<file path="src/rtl/riu_pkg.sv">
// Shared constants and types for the RIU GPIO port: CSR addresses, bus width,
// 7-segment glyph table and the switch-debounce state encoding.
package riu_pkg;

  localparam logic [11:0] CSR_HEX = 12'hF02;
  localparam logic [11:0] CSR_SW  = 12'hF00;
  localparam int          GPIO_W  = 32;

  // Active-low segments, bit order gfedcba (bit0 = segment a).
  typedef logic [6:0] seg7_t;

  localparam seg7_t SEG7_GLYPH [16] = '{
    7'h40, 7'h79, 7'h24, 7'h30,
    7'h19, 7'h12, 7'h02, 7'h78,
    7'h00, 7'h10, 7'h08, 7'h03,
    7'h46, 7'h21, 7'h06, 7'h0E
  };

  localparam seg7_t SEG7_BLANK_ZERO = 7'h40;

  typedef enum logic {
    DB_IDLE  = 1'b0,
    DB_COUNT = 1'b1
  } db_state_t;

endpackage

</file>
<file path="src/rtl/hex7seg.sv">
// Combinational nibble-to-glyph decoder for one active-low 7-segment digit.
module hex7seg
  import riu_pkg::*;
(
  input  logic [3:0] nibble,
  output seg7_t      seg
);

  always_comb begin
    seg = SEG7_GLYPH[nibble];
  end

endmodule

</file>
<file path="src/rtl/riu_gpio_port.sv">
// GPIO far end of the control unit: latches csrrw-hex writes onto eight 7-seg
// digits and returns synchronised, debounced board switches for csrrw-sw reads.
module riu_gpio_port
  import riu_pkg::*;
#(
  parameter int NUM_SW          = 18,
  parameter int NUM_HEX         = 8,
  parameter int DEBOUNCE_CYCLES = 500000
) (
  input  logic                   clk,
  input  logic                   rst,
  input  logic                   gpio_we,
  input  logic [GPIO_W-1:0]      gpio_out,
  input  logic [NUM_SW-1:0]      sw_raw,
  output logic [GPIO_W-1:0]      sw_val,
  output logic                   sw_changed,
  output logic [GPIO_W-1:0]      hex_reg,
  output logic [7*NUM_HEX-1:0]   hex_seg
);

  localparam int              CNT_W    = $clog2(DEBOUNCE_CYCLES + 1);
  localparam logic [CNT_W-1:0] CNT_LAST = CNT_W'(DEBOUNCE_CYCLES - 1);

  // ---------------------------------------------------------------------------
  // Display write path
  // ---------------------------------------------------------------------------
  logic [7*NUM_HEX-1:0] seg_dec;

  // NOTE: sequential state uses non-blocking assignments so every flop samples
  // pre-edge values regardless of statement order.
  always_ff @(posedge clk or posedge rst) begin
    if (rst) begin
      hex_reg <= '0;
    end else if (gpio_we) begin
      hex_reg <= gpio_out;
    end
  end

  for (genvar i = 0; i < NUM_HEX; i++) begin : g_digit
    hex7seg u_hex7seg (
      .nibble (hex_reg[4*i +: 4]),
      .seg    (seg_dec[7*i +: 7])
    );
  end

  // NOTE: the output register is reset to a defined glyph so the display never
  // shows garbage; it is a plain register bank, not a RAM, so reset is cheap.
  always_ff @(posedge clk or posedge rst) begin
    if (rst) begin
      hex_seg <= {NUM_HEX{SEG7_BLANK_ZERO}};
    end else begin
      hex_seg <= seg_dec;
    end
  end

  // ---------------------------------------------------------------------------
  // Switch path: two-flop synchroniser
  // ---------------------------------------------------------------------------
  logic [NUM_SW-1:0] sync_meta;
  logic [NUM_SW-1:0] sync;

  always_ff @(posedge clk or posedge rst) begin
    if (rst) begin
      sync_meta <= '0;
      sync      <= '0;
    end else begin
      sync_meta <= sw_raw;
      sync      <= sync_meta;
    end
  end

  // ---------------------------------------------------------------------------
  // Debounce FSM with a single shared stability counter
  // ---------------------------------------------------------------------------
  db_state_t         state;
  db_state_t         state_nxt;
  logic [NUM_SW-1:0] candidate;
  logic [NUM_SW-1:0] candidate_nxt;
  logic [CNT_W-1:0]  cnt;
  logic [CNT_W-1:0]  cnt_nxt;
  logic [NUM_SW-1:0] sw_stable;
  logic [NUM_SW-1:0] sw_stable_nxt;
  logic              changed_nxt;

  always_ff @(posedge clk or posedge rst) begin
    if (rst) begin
      state      <= DB_IDLE;
      candidate  <= '0;
      cnt        <= '0;
      sw_stable  <= '0;
      sw_changed <= 1'b0;
    end else begin
      state      <= state_nxt;
      candidate  <= candidate_nxt;
      cnt        <= cnt_nxt;
      sw_stable  <= sw_stable_nxt;
      sw_changed <= changed_nxt;
    end
  end

  // NOTE: every output of this block is given a default first so no path can
  // leave one unassigned and infer a latch.
  always_comb begin
    state_nxt     = state;
    candidate_nxt = candidate;
    cnt_nxt       = cnt;
    sw_stable_nxt = sw_stable;
    changed_nxt   = 1'b0;

    unique case (state)
      DB_IDLE: begin
        if (sync != candidate) begin
          candidate_nxt = sync;
          cnt_nxt       = '0;
          state_nxt     = DB_COUNT;
        end
      end
      DB_COUNT: begin
        // Any bit moving while counting restarts the stability window.
        if (sync != candidate) begin
          candidate_nxt = sync;
          cnt_nxt       = '0;
        end else if (cnt == CNT_LAST) begin
          sw_stable_nxt = candidate;
          changed_nxt   = (candidate != sw_stable);
          state_nxt     = DB_IDLE;
        end else begin
          cnt_nxt = cnt + CNT_W'(1);
        end
      end
      default: begin
        state_nxt = DB_IDLE;
      end
    endcase
  end

  // Zero-extension keeps the unused upper CSR bits at 0.
  assign sw_val = GPIO_W'(sw_stable);

endmodule

</file>
<file path="config.mk">
export PLATFORM = sky130hd
export DESIGN_NAME = riu_gpio_port
export DESIGN_NICKNAME = d
export VERILOG_FILES = /design/src/rtl/riu_pkg.sv /design/src/rtl/hex7seg.sv /design/src/rtl/riu_gpio_port.sv
export SDC_FILE = /design/constraint.sdc
export NUM_CORES = 1
export LEC_CHECK = 0
export ABC_AREA = 0
export CAP_MARGIN = 20
export CORE_ASPECT_RATIO = 0.6
export CORE_MARGIN = 2
export CORE_UTILIZATION = 46
export DETAILED_ROUTE_END_ITERATION = 12
export PLACE_DENSITY = 0.76
export REMOVE_ABC_BUFFERS = 1
export SYNTH_ARGS = -nofsm -noshare
export SYNTH_HDL_FRONTEND = slang
export SYNTH_SLANG_ARGS = --single-unit
export TNS_END_PERCENT = 1
</file>
<file path="constraint.sdc">
create_clock -name clk -period 6.5 [get_ports clk]
set_clock_uncertainty 0.2 [all_clocks]
set_input_delay 1.3 -clock clk [delete_from_list [all_inputs] [get_ports clk]]
set_output_delay 1.3 -clock clk [all_outputs]
set_load 0.01 [all_outputs]
</file>
# [Word-level counts from Yosys, hierarchy flattened]
# Memories as Yosys holds them, arrays and structs flattened. A register that Yosys moved wholly into a read port is not among the register bits.
# Cells that the tools add are included.
[classes] addsub=1 eq_ne=5 mux=12 bitwise_logic=10 n_reduce_logical=2
[op_table] cell="$mux 19" count=3
[op_table] cell="$not 4->5" count=8
[op_table] cell="$pmux 19 s2" count=1
[op_table] cell="$ne 18x18->1" count=2
[op_table] cell="$add 19x1->19 const B" count=1
[op_table] cell="$eq 19x19->1 const B" count=1
[op_table] cell="$mux 18" count=1
[op_table] cell="$mux 1" count=6
[op_table] cell="$ne 3x3->1 const B" count=1
[op_table] cell="$reduce_and 3->1" count=1
[op_table] cell="$ne 2x2->1 const B" count=1
[op_table] cell="$not 1->1" count=2
[op_table] cell="$pmux 1 s2" count=1
[op_table] cell="$reduce_and 2->1" count=1
[word_totals] register_bits=125 mem_bits_ro=896 inputBits=53 output_inout_bits=121 memories=8
[memory_table] memory="(name not given)" depth=16 width=7 rd=1 rd_ports_with_merged_regs=1 wr=0 line="hex7seg.sv:10" text="seg = SEG7_GLYPH[nibble];"
[memory_table] memory="(name not given)" depth=16 width=7 rd=1 rd_ports_with_merged_regs=1 wr=0 line="hex7seg.sv:10"
[memory_table] memory="(name not given)" depth=16 width=7 rd=1 rd_ports_with_merged_regs=1 wr=0 line="hex7seg.sv:10"
[memory_table] memory="(name not given)" depth=16 width=7 rd=1 rd_ports_with_merged_regs=1 wr=0 line="hex7seg.sv:10"
[memory_table] memory="(name not given)" depth=16 width=7 rd=1 rd_ports_with_merged_regs=1 wr=0 line="hex7seg.sv:10"
[memory_table] memory="(name not given)" depth=16 width=7 rd=1 rd_ports_with_merged_regs=1 wr=0 line="hex7seg.sv:10"
[memory_table] memory="2 more memories"

# [Logic depth before layout (Yosys ltp)]
[logic_depth] ltp_word=4 mapped_depth=7

# [Hierarchy]
# From an unflattened synthesis, not the netlist that was laid out.
[unflattened] hier_cells=659 area_unflattened_um2=8425.6
[by_module_without_submodules] module="riu_gpio_port" instances=1 cells_each=400 area_per_inst_um2=6251.0 seq_area_each_um2=4539.4
[by_module_without_submodules] module="hex7seg (g_digit[1].u_hex7seg ...)" instances=7 cells_each=32 area_per_inst_um2=275.3 seq_area_each_um2=0.0
[by_module_without_submodules] module="hex7seg (g_digit[0].u_hex7seg)" instances=1 cells_each=35 area_per_inst_um2=247.7 seq_area_each_um2=0.0

# [Worst setup path before layout]
# OpenSTA, ideal clock, no wires.
[synth_path] kind="in2reg" start="input gpio_we" end="register hex_reg[10]" arrival_ps=1982 required_ps=6175 setup_slack_ps=4193 stages=2 path_cell_list="buf_1 > mux2_2"
[synth_rtl] element="start, declared" line="riu_gpio_port.sv:12" text="input logic gpio_we,"
[synth_rtl] element="end signal, assigned" line="riu_gpio_port.sv:35" text="hex_reg <= gpio_out;"
[synth_rtl] element="end, declared" line="riu_gpio_port.sv:17" text="output logic [GPIO_W-1:0] hex_reg,"
# No word-level cell between the ends.

# [Worst setup path after layout]
[layout_path] start="register hex_reg[23]" end="output hex_reg[23]"
# No word-level cell between the ends.

==> summary.txt <==
Power
  • Power density over cell area: 271 mW/mm^2
  • Switching portion of total power: 26.1%
  • Int Power: 2100 uW
  • Maximum vdd drop: 0.000152 V
  • Leak: 0.00470 uW
  • Sequential power share: 46.1%
  • Net switching power: 739 uW
  • Comb power frac: 16.1%
  • Clock power frac: 37.8%

Synth
  • Synth cell types: 46
  • Top_reg_cell synth: dfrtp_1
  • Top-count cell post-synth: dfrtp_1
  • Synth Cell Area: 0.00819 sq mm
  • Synthesis-stage register bit count: 181
  • Post-synth top area cell: dfrtp_1
  • Syn Area/Cell: 11.8 sq um
  • Top cell type's share of synthesized area: 52.9%
  • Mapped Cells: 693
  • Asr flop ratio synth: 100%
  • Register area share after synthesis: 55.4%
  • Synth area leaders: dfrtp_1 53%, ha_1 7.5%, mux2_2 5.0%, xor2_1 3.3%, mux2i_1 2.7%
  • Post-synth EDFFs: 0
  • Synth top cells by count: 173 x dfrtp_1, 54 x nor2_1, 49 x ha_1, 40 x nand2_1, 40 x o21ai_0
  • Ys Warns: 0

Routing
  • Routed WL: 16,900 um
  • Routed vias/inst: 4.91
  • DR pass1 iterations: 4
  • Total number of vias: 5,290
  • Routed len/inst: 15.7 um
  • DRT antenna net count: 0
  • 1st-iter DRT viols: 344
  • DRC viols: 0

Floorplanning
  • Die height: 107 um
  • Core area: 0.0173 sq mm
  • # rows: 37
  • Top-Level Pins: 174
  • Initial Util: 47.4%
  • Die width: 176 um
  • Die area: 0.0189 sq mm

STA
  • Post-route minimum period: 3300 ps
  • Achievable Freq: 303 MHz
  • Worst-Margin Slew: 954 ps
  • RSZ-0062 raised after global routing: no
  • Final critical-path share of the clock period: 50.8%
  • Slew HR: 36.4%
  • TNS Setup: 0 ps
  • Fin. Hold Viols: 0
  • Finish-stage setup viols: 0
  • Final Slew Violations: 0

Clock tree
  • # H-tree levels: 4
  • Clk slew on worst S/H paths: 70 ps
  • CTS Hold Bufs: 0
  • CTS tree: yes
  • CTS Buffer Depth: 2
  • Clk root buf: clkbuf_16
  • Clk Latency, worst-skew pair: 410 ps
  • # resized after CTS: 0
  • Postcts setup bufs: 0
  • TritonCTS Sinks: 181
  • TritonCTS buffer count: 17

Finish
  • Largest register FFs: 56
  • FF+latch area: 0.00454 sq mm
  • Final Non-Filler Cells: 1,077
  • Net count, final: 932
  • Area of the multi-input gates: 0.00331 sq mm
  • Layout cell share with drive strength beyond 1: 11.6%
  • Area growth syn-to-layout: 28.0%
  • Fill cell count: 1,417
  • Post-Layout Inst Area: 0.0105 sq mm
  • Diodes inserted: 0

Placed design
  • Routability Congestion: 0.792
  • Placed Instances: 1,045
  • Placed cell area: 0.00986 sq mm
  • DP HPWL: 11,700 um
  • Port Buffers: 159

GRT
  • Initial antenna violation count: 0
  • Largest net degree at the start of global routing: 108
  • First-pass GRT wire length: 27,100 um
  • Number of global-route vias before repair: 5,156
  • Congestion Overflow GR: 0
  • GRT Resource Usage Total: 18.5%

Worst setup path
  • Crit. End Element: output port
  • Crit path max-delay cell type: dfrtp_1
  • CP peak stage delay: 700 ps
  • Setup slack, reg-to-reg: 4220 ps
  • Reg2reg end: sw_stable[3]
  • Arrival @ worst endpoint: 1800 ps
  • Crit path cell chain: clkdlybuf4s50_1
  • CP delay by family, top: flip-flops
  • Critical Path RT: 5000 ps
  • RR Startpoint: cnt[0]
  • Crit path kind: reg -> out
  • R2r worst-path depth: 6
  • Critical Path Fanout Max: 16
  • Buffers & Inverters on Critical Path: 1
  • Crit start category: flop

Flow run
  • Number of max-cap violations: 0

Hold path
  • Hold path startpoint: sync_meta[10]
  • Hold crit path type: reg -> reg
  • Worst hold endpoint: sync[10]
  • Hold Path Depth: 0

Outcome
  • Status: finished clean
cell usage in the layout (no fill, tap or decap), types with 5 or more instances in the layout:
cell | Yosys | routed
mux2i_1 | 22 | 22
nor4_1 | 8 | 8
nor2_1 | 54 | 54
conb_1 | 1 | 14
xnor2_1 | 20 | 20
o22ai_1 | 6 | 6
nor2b_1 | 12 | 12
dfstp_2 | 8 | 8
or3b_2 | 5 | 5
clkdlybuf4s50_1 | 0 | 158
a32o_1 | 5 | 5
a22o_1 | 11 | 11
a21oi_1 | 19 | 19
mux2_2 | 36 | 36
inv_6 | 0 | 5
inv_1 | 28 | 27
nor3_1 | 6 | 6
nand2_1 | 40 | 40
clkbuf_16 | 0 | 17
xor2_1 | 31 | 31
nand4_1 | 8 | 8
mux4_2 | 7 | 7
and3_1 | 5 | 5
nand3_1 | 11 | 11
ha_1 | 49 | 49
o21ai_0 | 40 | 40
nand2b_1 | 6 | 6
dfrtp_1 | 173 | 173
logic make-up (layout without fill, tap and decap cells):
| family | Yosys count | in the layout | share of synthesized area [%] |
|---|---|---|---|
| mux | 65 | 65 | 9.57 |
| flops | 181 | 181 | 55.4 |
| buf+inv | 85 | 222 | 4.68 |
| compound gates | 88 | 88 | 6.51 |
| other cells | 1 | 14 | 0.0458 |
| xor+xnor | 51 | 51 | 5.46 |
| simple gates | 173 | 173 | 10.8 |
| fa+ha+maj | 49 | 49 | 7.49 |
stage by stage:
step / setup WS, ps / utilization, % / power [uW] / hold slack, ps
2_1_floorplan: 97.9 / - / 1530 / 131
3_3_place_gp: 3240 / 57.1 / 1780 / 132
3_5_place_dp: 3210 / 57.1 / 1780 / 135
4_1_cts: 3190 / 60.7 / 2870 / 145
5_1_grt: 3080 / 60.7 / 2970 / 144
6_report: 3200 / 60.7 / 2840 / 144
final cells by class:
type,instances,share of cell area [%]
clock buffer,18,4.10
clock inverter,14,1.77
inverter,29,1.09
multi-input combinational,440,31.6
sequential,181,43.3
tap,234,2.80
timing repair buffer,161,15.3
worst register-to-register path: stages (launching register included):
cell	delay (ps)
dfrtp_1	380
ha_1	290
and4bb_2	260
nand4_1	140
nor3_2	240
nand3b_4	290
mux2_2	360
metal layers:
layer | global-route usage [%] | wire [um]
met3 | 6.07 | 1250
met4 | 5.14 | 62
met5 | 0 | 0
met1 | 27.6 | 8420
met2 | 25.7 | 7150
worst max-delay path by stage:
stage                            from      endpoint  slack [ps]  depth (start not counted)
final                     hex_reg[23]   hex_reg[23]        3200                          1
after global routing      hex_reg[23]   hex_reg[23]        3080                          1
after CTS                 hex_reg[23]   hex_reg[23]        3190                          1
after detailed placement          rst   hex_seg[55]        3210                          3
after global placement            rst   hex_seg[55]        3240                          3
after floorplan                   rst  candidate[0]         100                          1
power groups by stage:
stage / sequential (uW) / combinational [uW] / clock, uW
after global placement: 1330 / 455 / 0
final: 1310 / 456 / 1070
after CTS: 1310 / 462 / 1100
after detailed placement: 1330 / 458 / 0
after global routing: 1320 / 499 / 1150
after floorplan: 1350 / 181 / 0
Note: power is estimated with default switching activity, not from simulation.
